<file path="src/rtl/obc_shift_accumulator_pkg.sv">
// Shared definitions for the OBC shift-accumulator slice: FSM states,
// default sizing and the ROM word width.
package obc_shift_accumulator_pkg;

    typedef enum logic [1:0] {
        IDLE = 2'd0,
        ACC  = 2'd1,
        DONE = 2'd2
    } obc_state_t;

    localparam int unsigned DEF_B     = 16;
    localparam int unsigned DEF_ACC_W = 40;
    localparam int unsigned ROM_W     = 32;

endpackage

</file>
<file path="src/rtl/obc_slice_adder.sv">
// Combinational adder tree: sign-extends eight signed ROM partial sums to
// ACC_W bits and adds them. ACC_W >= ROM_W + 3 keeps the sum overflow-free.
module obc_slice_adder
    import obc_shift_accumulator_pkg::*;
#(
    parameter int unsigned ACC_W = DEF_ACC_W
)(
    input  logic [ROM_W-1:0] in0,
    input  logic [ROM_W-1:0] in1,
    input  logic [ROM_W-1:0] in2,
    input  logic [ROM_W-1:0] in3,
    input  logic [ROM_W-1:0] in4,
    input  logic [ROM_W-1:0] in5,
    input  logic [ROM_W-1:0] in6,
    input  logic [ROM_W-1:0] in7,
    output logic [ACC_W-1:0] sum
);

    logic [7:0][ROM_W-1:0] words;

    // Sign-extend each partial sum and accumulate the eight terms.
    always_comb begin
        words = {in7, in6, in5, in4, in3, in2, in1, in0};
        sum   = '0;
        for (int unsigned i = 0; i < 8; i++) begin
            sum = sum + {{(ACC_W-ROM_W){words[i][ROM_W-1]}}, words[i]};
        end
    end

endmodule

</file>
<file path="src/rtl/obc_shift_accumulator.sv">
// Offset-binary-coding shift accumulator: starts from the offset term,
// adds one bit-slice sum per accepted slice (LSB first) with a one-bit
// arithmetic right shift, and subtracts the final sign slice.
module obc_shift_accumulator
    import obc_shift_accumulator_pkg::*;
#(
    parameter int unsigned B     = DEF_B,
    parameter int unsigned ACC_W = DEF_ACC_W
)(
    input  logic             clk,
    input  logic             rst_n,
    input  logic             start,
    input  logic [ROM_W-1:0] offset,
    input  logic             slice_valid,
    input  logic [ROM_W-1:0] in0,
    input  logic [ROM_W-1:0] in1,
    input  logic [ROM_W-1:0] in2,
    input  logic [ROM_W-1:0] in3,
    input  logic [ROM_W-1:0] in4,
    input  logic [ROM_W-1:0] in5,
    input  logic [ROM_W-1:0] in6,
    input  logic [ROM_W-1:0] in7,
    output logic             busy,
    output logic [ACC_W-1:0] result,
    output logic             result_valid
);

    localparam int unsigned CNT_W = (B > 1) ? $clog2(B) : 1;

    obc_state_t              state, state_nxt;
    logic signed [ACC_W-1:0] acc;
    logic signed [ACC_W-1:0] slice_sum;
    logic signed [ACC_W-1:0] acc_plus;
    logic [CNT_W-1:0]        cnt;
    logic                    load;
    logic                    step;
    logic                    last;

    obc_slice_adder #(
        .ACC_W (ACC_W)
    ) u_slice_adder (
        .in0 (in0),
        .in1 (in1),
        .in2 (in2),
        .in3 (in3),
        .in4 (in4),
        .in5 (in5),
        .in6 (in6),
        .in7 (in7),
        .sum (slice_sum)
    );

    // Control decode: accepted start, accepted slice, final sign slice.
    always_comb begin
        load     = start && (state != ACC);
        step     = (state == ACC) && slice_valid;
        last     = step && (cnt == '0);
        acc_plus = acc + slice_sum;
    end

    // State register.
    always_ff @(posedge clk or negedge rst_n) begin
        if (!rst_n) begin
            state <= IDLE;
        end else begin
            state <= state_nxt;
        end
    end

    // Next-state logic; DONE falls back to IDLE unless restarted.
    always_comb begin
        state_nxt = state;
        case (state)
            IDLE:    if (load) state_nxt = ACC;
            ACC:     if (last) state_nxt = DONE;
            DONE:    state_nxt = load ? ACC : IDLE;
            default: state_nxt = IDLE;
        endcase
    end

    // Datapath: load offset, shift-accumulate slices, subtract sign slice.
    always_ff @(posedge clk or negedge rst_n) begin
        if (!rst_n) begin
            acc    <= '0;
            cnt    <= '0;
            result <= '0;
        end else if (load) begin
            acc <= {{(ACC_W-ROM_W){offset[ROM_W-1]}}, offset};
            cnt <= CNT_W'(B - 1);
        end else if (last) begin
            result <= acc - slice_sum;
        end else if (step) begin
            acc <= acc_plus >>> 1;
            cnt <= cnt - 1'b1;
        end
    end

    // Status outputs decoded from the state.
    always_comb begin
        busy         = (state == ACC);
        result_valid = (state == DONE);
    end

endmodule

</file>
<file path="config.mk">
export PLATFORM = sky130hd
export DESIGN_NAME = obc_shift_accumulator
export DESIGN_NICKNAME = d
export VERILOG_FILES = /design/src/rtl/obc_shift_accumulator_pkg.sv /design/src/rtl/obc_slice_adder.sv /design/src/rtl/obc_shift_accumulator.sv
export SDC_FILE = /design/constraint.sdc
export NUM_CORES = 1
export LEC_CHECK = 0
export BUFFER_PORTS_ARGS = -buffer_cell sky130_fd_sc_hd__buf_2
export CORE_MARGIN = 3
export CORE_UTILIZATION = 25
export DETAILED_ROUTE_END_ITERATION = 16
export SYNTH_ARGS = -nofsm -noshare
export SYNTH_HDL_FRONTEND = slang
export SYNTH_SLANG_ARGS = --single-unit
</file>
<file path="constraint.sdc">
create_clock -name clk -period 3.37 [get_ports clk]
set_clock_uncertainty 0.05 [all_clocks]
set_input_delay 0.674 -clock clk [delete_from_list [all_inputs] [get_ports clk]]
set_output_delay 0.674 -clock clk [all_outputs]
set_load 0.02 [all_outputs]
</file>
# Word-level counts from Yosys, hierarchy flattened
# Index checks and enable logic that the tools add are counted.
# word_totals
ff_bits	86
latchBits	0
mem_bits_rw	0
mem_bits_ro	0
in_bits	292
out_inout_bits	42
elab_cells	40
memories	0
# classes
n_addsub	10
n_mul	0
div	0
magnitude_cmp	0
eq_ne	6
n_shift	0
n_mux	10
bitwise	1
n_reduce_logical	9
# op_table
op	count
40-bit adder	7
40-bit 2-to-1 mux	3
40-bit subtractor	1
32-bit by 32-bit adder with 33-bit output	1
4-bit 2-to-1 mux	3
2-bit one-hot mux with 3 select lines	1
2-bit AND reduction	3
4-bit logical NOT	1
2-bit 2-to-1 mux	2
2-bit by 1-bit != test with 1-bit output (second input constant)	2
2-bit != test (second input constant)	2
4-bit by 1-bit subtractor with 4-bit output (second input constant)	1
1-bit logical AND	3
2-bit by 1-bit equality test with 1-bit output (second input constant)	1
2-bit equality test (second input constant)	1
2-bit logical NOT	1
2-bit nonzero test	1
1-bit 2-to-1 mux	1
1-bit NOT	1

# Depth between registers and ports, before layout
# Gate-level depths: netlist (run 1).
# depth
word_depth	11
mapped_depth	38
mapped_depth_nobuf	37

# Hierarchy
# Synthesis (run 1) repeated with hierarchy kept, for this count alone.
# unflattened
cells_unflattened	1802
hier_area_um2	14931.8
# by_module_without_submodules
mod	n_inst	cells_per_inst	area_per_inst_um2	seq_area_each_um2
obc_shift_accumulator	1	989	7749.9	2127.0
obc_slice_adder	1	813	7181.9	0.0

# Worst setup path after synthesis (run 1)
# Ideal clock, no wire load.
# synth_path
path_kind	input to register
startpoint	in in0[1]
endpoint	reg acc[36]
setup_time_ns	0.083
t_arrival_ns	7.680
t_required_ns	3.237
path_slack_ns	-4.443
path_stages	35
n_path_buf	1
cell_sequence	ha_1 > a21o_1 > a21oi_1 > o21ai_0 > a2111oi_0 > o41ai_1 > a41oi_1 > o21ai_1 > and2_1 > a221oi_1 > o21ai_0 > xnor2_1 > fa_1 > inv_1 > ha_1 > and4_1 > and4_1 > and3_1 > a32oi_1 > a21bo_2 > a211o_1 > and2_1 > nor2_1 > ha_1 > clkbuf_1 > o21ai_0 > a21oi_1 > o32a_1 > a21oi_1 > o21ai_0 > a21o_1 > a21o_1 > a21oi_1 > mux2_2 > o21ai_0
# synth_via
elab_chain_len	11
# synth_rtl
element	line_no	text
start: declaration	obc_shift_accumulator.sv:15	input logic [ROM_W-1:0] in0,
32-bit by 32-bit adder with 33-bit output	obc_slice_adder.sv:26	sum = sum + {{(ACC_W-ROM_W){words[i][ROM_W-1]}}, words[i]};
40-bit adder (6 in a row)	obc_slice_adder.sv:26	
40-bit adder	obc_shift_accumulator.sv:58	acc_plus = acc + slice_sum;
40-bit 2-to-1 mux	obc_shift_accumulator.sv:92	end else if (step) begin
40-bit 2-to-1 mux	obc_shift_accumulator.sv:90	end else if (last) begin
40-bit 2-to-1 mux	obc_shift_accumulator.sv:87	end else if (load) begin
end signal: assignment	obc_shift_accumulator.sv:88	acc <= {{(ACC_W-ROM_W){offset[ROM_W-1]}}, offset};
end signal: assignment	obc_shift_accumulator.sv:93	acc <= acc_plus >>> 1;
end: declaration	obc_shift_accumulator.sv:31	logic signed [ACC_W-1:0] acc;
# No other way between the ends. The select of a mux whose other input is x is not followed.
# A chain may end at the register's enable or synchronous reset.

# Final worst setup path (run 1)
# layout_path
startpoint	in in0[0]
endpoint	reg acc[38]
# Same word-level chain as after synthesis.

==> results.cfg, run 1 <==
[run_status]
outcome = complete, but fails checks
failed_checks = setup timing

[yosys]
yosys_warnings = 0
yosys_most_used_dff = dfrtp_1
synth_top_cells_by_area = fa_1, dfrtp_1, ha_1
yosysMostFrequentCell = inv_1
synth_seq_area_share_pct = 13.9
ys_async_sr_fraction_pct = 100
synth_edf_count = 0
synthDistinctLibCells = 67
synth_area_um2 = 15300
yosys-top-cells-count = inv_1, fa_1, a21oi_1
synth_top_area_cell = fa_1
synthesis.nets = 2523
postSynthAreaPerCell_um2 = 8.01
synth.top_cell.area_share_pct = 21.8
syn_inst = 1905
synth-seq-cells = 85

[setup_path]
critPathMaxFanout = 4
worstReg2RegStart = acc[0]$_DFFE_PN0P_
rrSetupSlack_ps = -140
reg2reg_depth = 14
cp-end-kind = flop
setup.worst_path.end = acc[38]$_DFFE_PN0P_
worstReg2RegEnd = acc[33]$_DFFE_PN0P_
max_stage_delay_ps = 580
critPathKind = in -> reg
cp_slowest_cell = or4_4
crit_start = in0[0]
start_kind = input pin
critPathMostFrequentCell = ha_4
required_ps = 3550
cp.arrival_ps = 7570

[finish]
post-route-cell-area_um2 = 24000
regArea_um2 = 2130
fillers = 6061
layout.cells.non_filler = 3474
drive_gt1_share_pct = 42.7
area_delta_synth_final_pct = 57.1
utilization_pct = 40.2
fin_nets = 3312
multi_input_area_um2 = 13200

[placed_design]
io_buffers = 333
dpl.hpwl_mm = 43.1
gp_congestion = 0.867
place_area_um2 = 21500
dp.cells = 3402

[timing]
fin_crit_ps = 7390
setup_viol = 77
max-slew-margin-rel_pct = 51.2
hold_slack_ps = 268
worst_slack_ps = -4020
hold_violations = 0
tightest_slew_ps = 732
fin_crit_sh_pct = 219
maxSlewViolCount = 0
rsz0062_at_grt = true
fmax_mhz = 135

[global_routing]
grt_pass1_wl_mm = 80.5
antenna_found_initial = 10
grt_pass1_vias = 15700
grt_usage_pct = 15.7
grt_max_degree = 79
overflow = 0

[die]
dieArea_um2 = 64100
start_util_pct = 25.6
die_h_um = 253
die_w_um = 253
io_pins = 334
core_area_um2 = 59700
core.rowCount = 89

[clocking]
path_clk_slew_ps = 70
cts_buffer_depth = 2
insertion_delay_ps = 370
cts_tree = yes
clock-root-buffer = clkbuf_16
cts_made_buffers = 9
cts.htree.levels = 3
cts_sinks = 85

[route]
first_pass_iters = 5
routed_via_density = 4.40
wire_per_inst_um = 14.9
drtIter0Drc = 566
drc_errors = 0
antenna_left = 0
wl_mm = 51.7
vias = 15300

[worst_hold_path]
min_path_type = in -> async

[run]
max_cap_violations = 0
timing repair:
item                                    in CTS  in global routing
pin swaps                                  145                117
resized for setup                          236                134
buffers inserted                            40                 28
endpoints found under the setup margin      78                 78
hold buffers                                 0                  0
cell type report:
type	count	area share, %
clock buffer	9	0.939
antenna	2	0.0209
multi-input combinational	1324	55.0
clock inverter	7	0.438
sequential	85	8.87
inverter	450	7.16
tap	773	4.03
timing repair buffer	824	23.6
layer usage:
metal  vias up  share of wire [%]  GRT usage [%]
met5         -               0.13              0
met4        10                1.1           1.88
met3        43                4.8           2.75
met2       301                 52           29.5
met1      7242                 41           19.3
li1       7693                  -              -
state kept, by name, summed over array words and instances (netlist names):
name    count
result     40
acc        39
cnt         4
state       2
metrics by stage:
step                      TNS (ps)  worst slack, ps
after floorplan            -206570            -3980
after global placement     -263060            -4700
after detailed placement   -264140            -4720
after CTS                  -224830            -4110
after global routing       -241830            -4320
final                      -222410            -4020
cells by family after synthesis:
family	count (synthesis)	share of synthesized area, %
flops	85	13.9
compound gates	477	19.6
fa+ha+maj	326	34.9
buf+inv	496	12.2
xor+xnor	130	7.46
mux	3	0.205
simple gates	388	11.7
worst min path at each step:
stage                            from                     end  cells past startpoint
2_1_floorplan                   rst_n      acc[0]$_DFFE_PN0P_                      0
3_3_place_gp   result[39]$_DFFE_PN0P_  result[39]$_DFFE_PN0P_                      2
3_5_place_dp    result[9]$_DFFE_PN0P_   result[9]$_DFFE_PN0P_                      2
4_1_cts                         rst_n   result[3]$_DFFE_PN0P_                      1
5_1_grt                         rst_n   result[1]$_DFFE_PN0P_                      1
6_report                        rst_n   result[3]$_DFFE_PN0P_                      1
placed cells by master, fill, tap and decap left out, drive strengths merged, types with 49 or more instances in the layout:
cell type,count
inv,453
a21o,49
buf,824
xnor2,101
o21ai,112
a21oi,163
dfrtp,85
nor2,117
ha,160
nand2,128
fa,166
worst max-delay path, delay by kind of cell:
| family | cells | cell delay [ps] |
|---|---|---|
| compound gates | 15 | 2870 |
| simple gates | 9 | 1630 |
| fa+ha+maj | 5 | 1270 |
| xor+xnor | 4 | 750 |
| buf+inv | 4 | 370 |
Power of run 1 is not shown: default switching activity piles up to over one toggle a cycle in this logic, so the estimate is an artifact.
==> inputs of run 2 (changes only) <==
CTS_CLUSTER_DIAMETER = 200   (was unset)
SETUP_SLACK_MARGIN = 0.2   (was unset)
==> results.cfg, run 2 (synthesis gave the netlist of run 1 again) <==
[run_status]
outcome = complete, but fails checks
failed_checks = setup timing

[route]
vias = 15300
first_pass_iters = 5
antenna_left = 0
drtIter0Drc = 529
drc_errors = 0
wire_per_inst_um = 14.8
routed_via_density = 4.40
wl_mm = 51.6

[placed_design]
dpl.hpwl_mm = 43.1
gp_congestion = 0.867
io_buffers = 333

[finish]
final_cell_mix = buf_4, inv_1, buf_2
regMostFlops = result
top_regs = result x40, acc x39, cnt x4
layout_commonest_cell = buf_4
area_delta_synth_final_pct = 57.9
drive_gt1_share_pct = 43.1
fin_nets = 3323
largest_reg_flops = 40

[setup_path]
worstReg2RegEnd = acc[33]$_DFFE_PN0P_
required_ps = 3610
cp-end-kind = flop
critPathMaxFanout = 3
critPathKind = in -> reg
max_stage_delay_ps = 550
setup.worst_path.end = acc[36]$_DFFE_PN0P_
reg2reg_depth = 14
rrSetupSlack_ps = -130
crit_start = in4[7]
cp.arrival_ps = 7600
critPathMostFrequentCell = fa_1
worstReg2RegStart = acc[0]$_DFFE_PN0P_
start_kind = input pin
cp_slowest_cell = fa_1

[global_routing]
grt_usage_pct = 15.7
overflow = 0
antenna_found_initial = 10
grt_pass1_wl_mm = 80.2
grt_pass1_vias = 15700
grt_max_degree = 79

[timing]
fmax_mhz = 136
fin_crit_ps = 7360
setup_viol = 77
hold_slack_ps = 270
hold_violations = 0
maxSlewViolCount = 0
fin_crit_sh_pct = 218
tightest_slew_ps = 738
rsz0062_at_grt = true
max-slew-margin-rel_pct = 50.8
worst_slack_ps = -3990

[die]
io_pins = 334
core_area_um2 = 59700
die_h_um = 253
die_w_um = 253
start_util_pct = 25.6
dieArea_um2 = 64100
core.rowCount = 89

[worst_hold_path]
min_path_type = in -> async

[clocking]
cts.htree.levels = 3
insertion_delay_ps = 370
cts_sinks = 85
cts_buffer_depth = 2
clock-root-buffer = clkbuf_16
cts_made_buffers = 9
path_clk_slew_ps = 70
cts_tree = yes
ctsHoldBuffers = 0

[run]
max_cap_violations = 0
-- run 2: cell types whose count changed in the layout (fill, tap and decap cells not counted), sizes merged --
cell	delta
clkinvlp	-1
inv	+1
buf	+11
-- run 2: what timing repair did --
| item | in CTS | in global routing |
|---|---|---|
| setup buffers | 35 | 30 |
| gates resized for setup | 223 | 151 |
| gates cloned | 0 | 0 |
| pin swaps | 138 | 109 |
| endpoints found under the setup margin | 78 | 78 |
-- run 2: area by class of cell --
cell class	instances	area (µm²)
diodes	2	5.00
clock buffers	9	225
clock inverters	7	105
fillers	6029	35600
inverters	450	1710
multi-input cells	1324	13200
flip-flops and latches	85	2130
well taps	773	967
repair buffers	835	5760
-- run 2: how the worst min path moves through the flow --
stage	startpoint	to	slack [ps]
global route	rst_n	result[1]$_DFFE_PN0P_	310
floorplan	rst_n	acc[0]$_DFFE_PN0P_	330
finish	rst_n	result[7]$_DFFE_PN0P_	270
global placement	result[39]$_DFFE_PN0P_	result[39]$_DFFE_PN0P_	400
detailed placement	result[9]$_DFFE_PN0P_	result[9]$_DFFE_PN0P_	410
CTS	rst_n	result[3]$_DFFE_PN0P_	290
-- run 2: layer usage --
metal | GRT usage, % | vias up | wire [µm]
met4 | 1.94 | 10 | 709
met2 | 29.4 | 300 | 27000
li1 | - | 7710 | -
met1 | 19.2 | 7269 | 21200
met3 | 2.65 | 55 | 2610
met5 | 0 | - | 62
-- run 2: critical path: cells and delay by family --
family | cells | cell delay (ps)
buf+inv | 7 | 540
mux | 1 | 310
compound gates | 16 | 2930
xor+xnor | 1 | 140
fa+ha+maj | 6 | 2430
simple gates | 3 | 590
-- run 2: per-stage QoR --
| stage | area (µm²) | utilization, % | TNS, ps | cells | worst slack [ps] |
|---|---|---|---|---|---|
| after floorplan | 15800 | - | -206570 | 1905 | -3980 |
| after global placement | 21500 | 36.0 | -263060 | 3402 | -4700 |
| after detailed placement | 21500 | 36.0 | -264140 | 3402 | -4720 |
| after CTS | 23200 | 38.8 | -225340 | 3453 | -4110 |
| after global routing | 24100 | 40.4 | -244670 | 3483 | -4330 |
| final | 24100 | 40.4 | -225250 | 3485 | -3990 |
Power of run 2 is left out for the same reason.
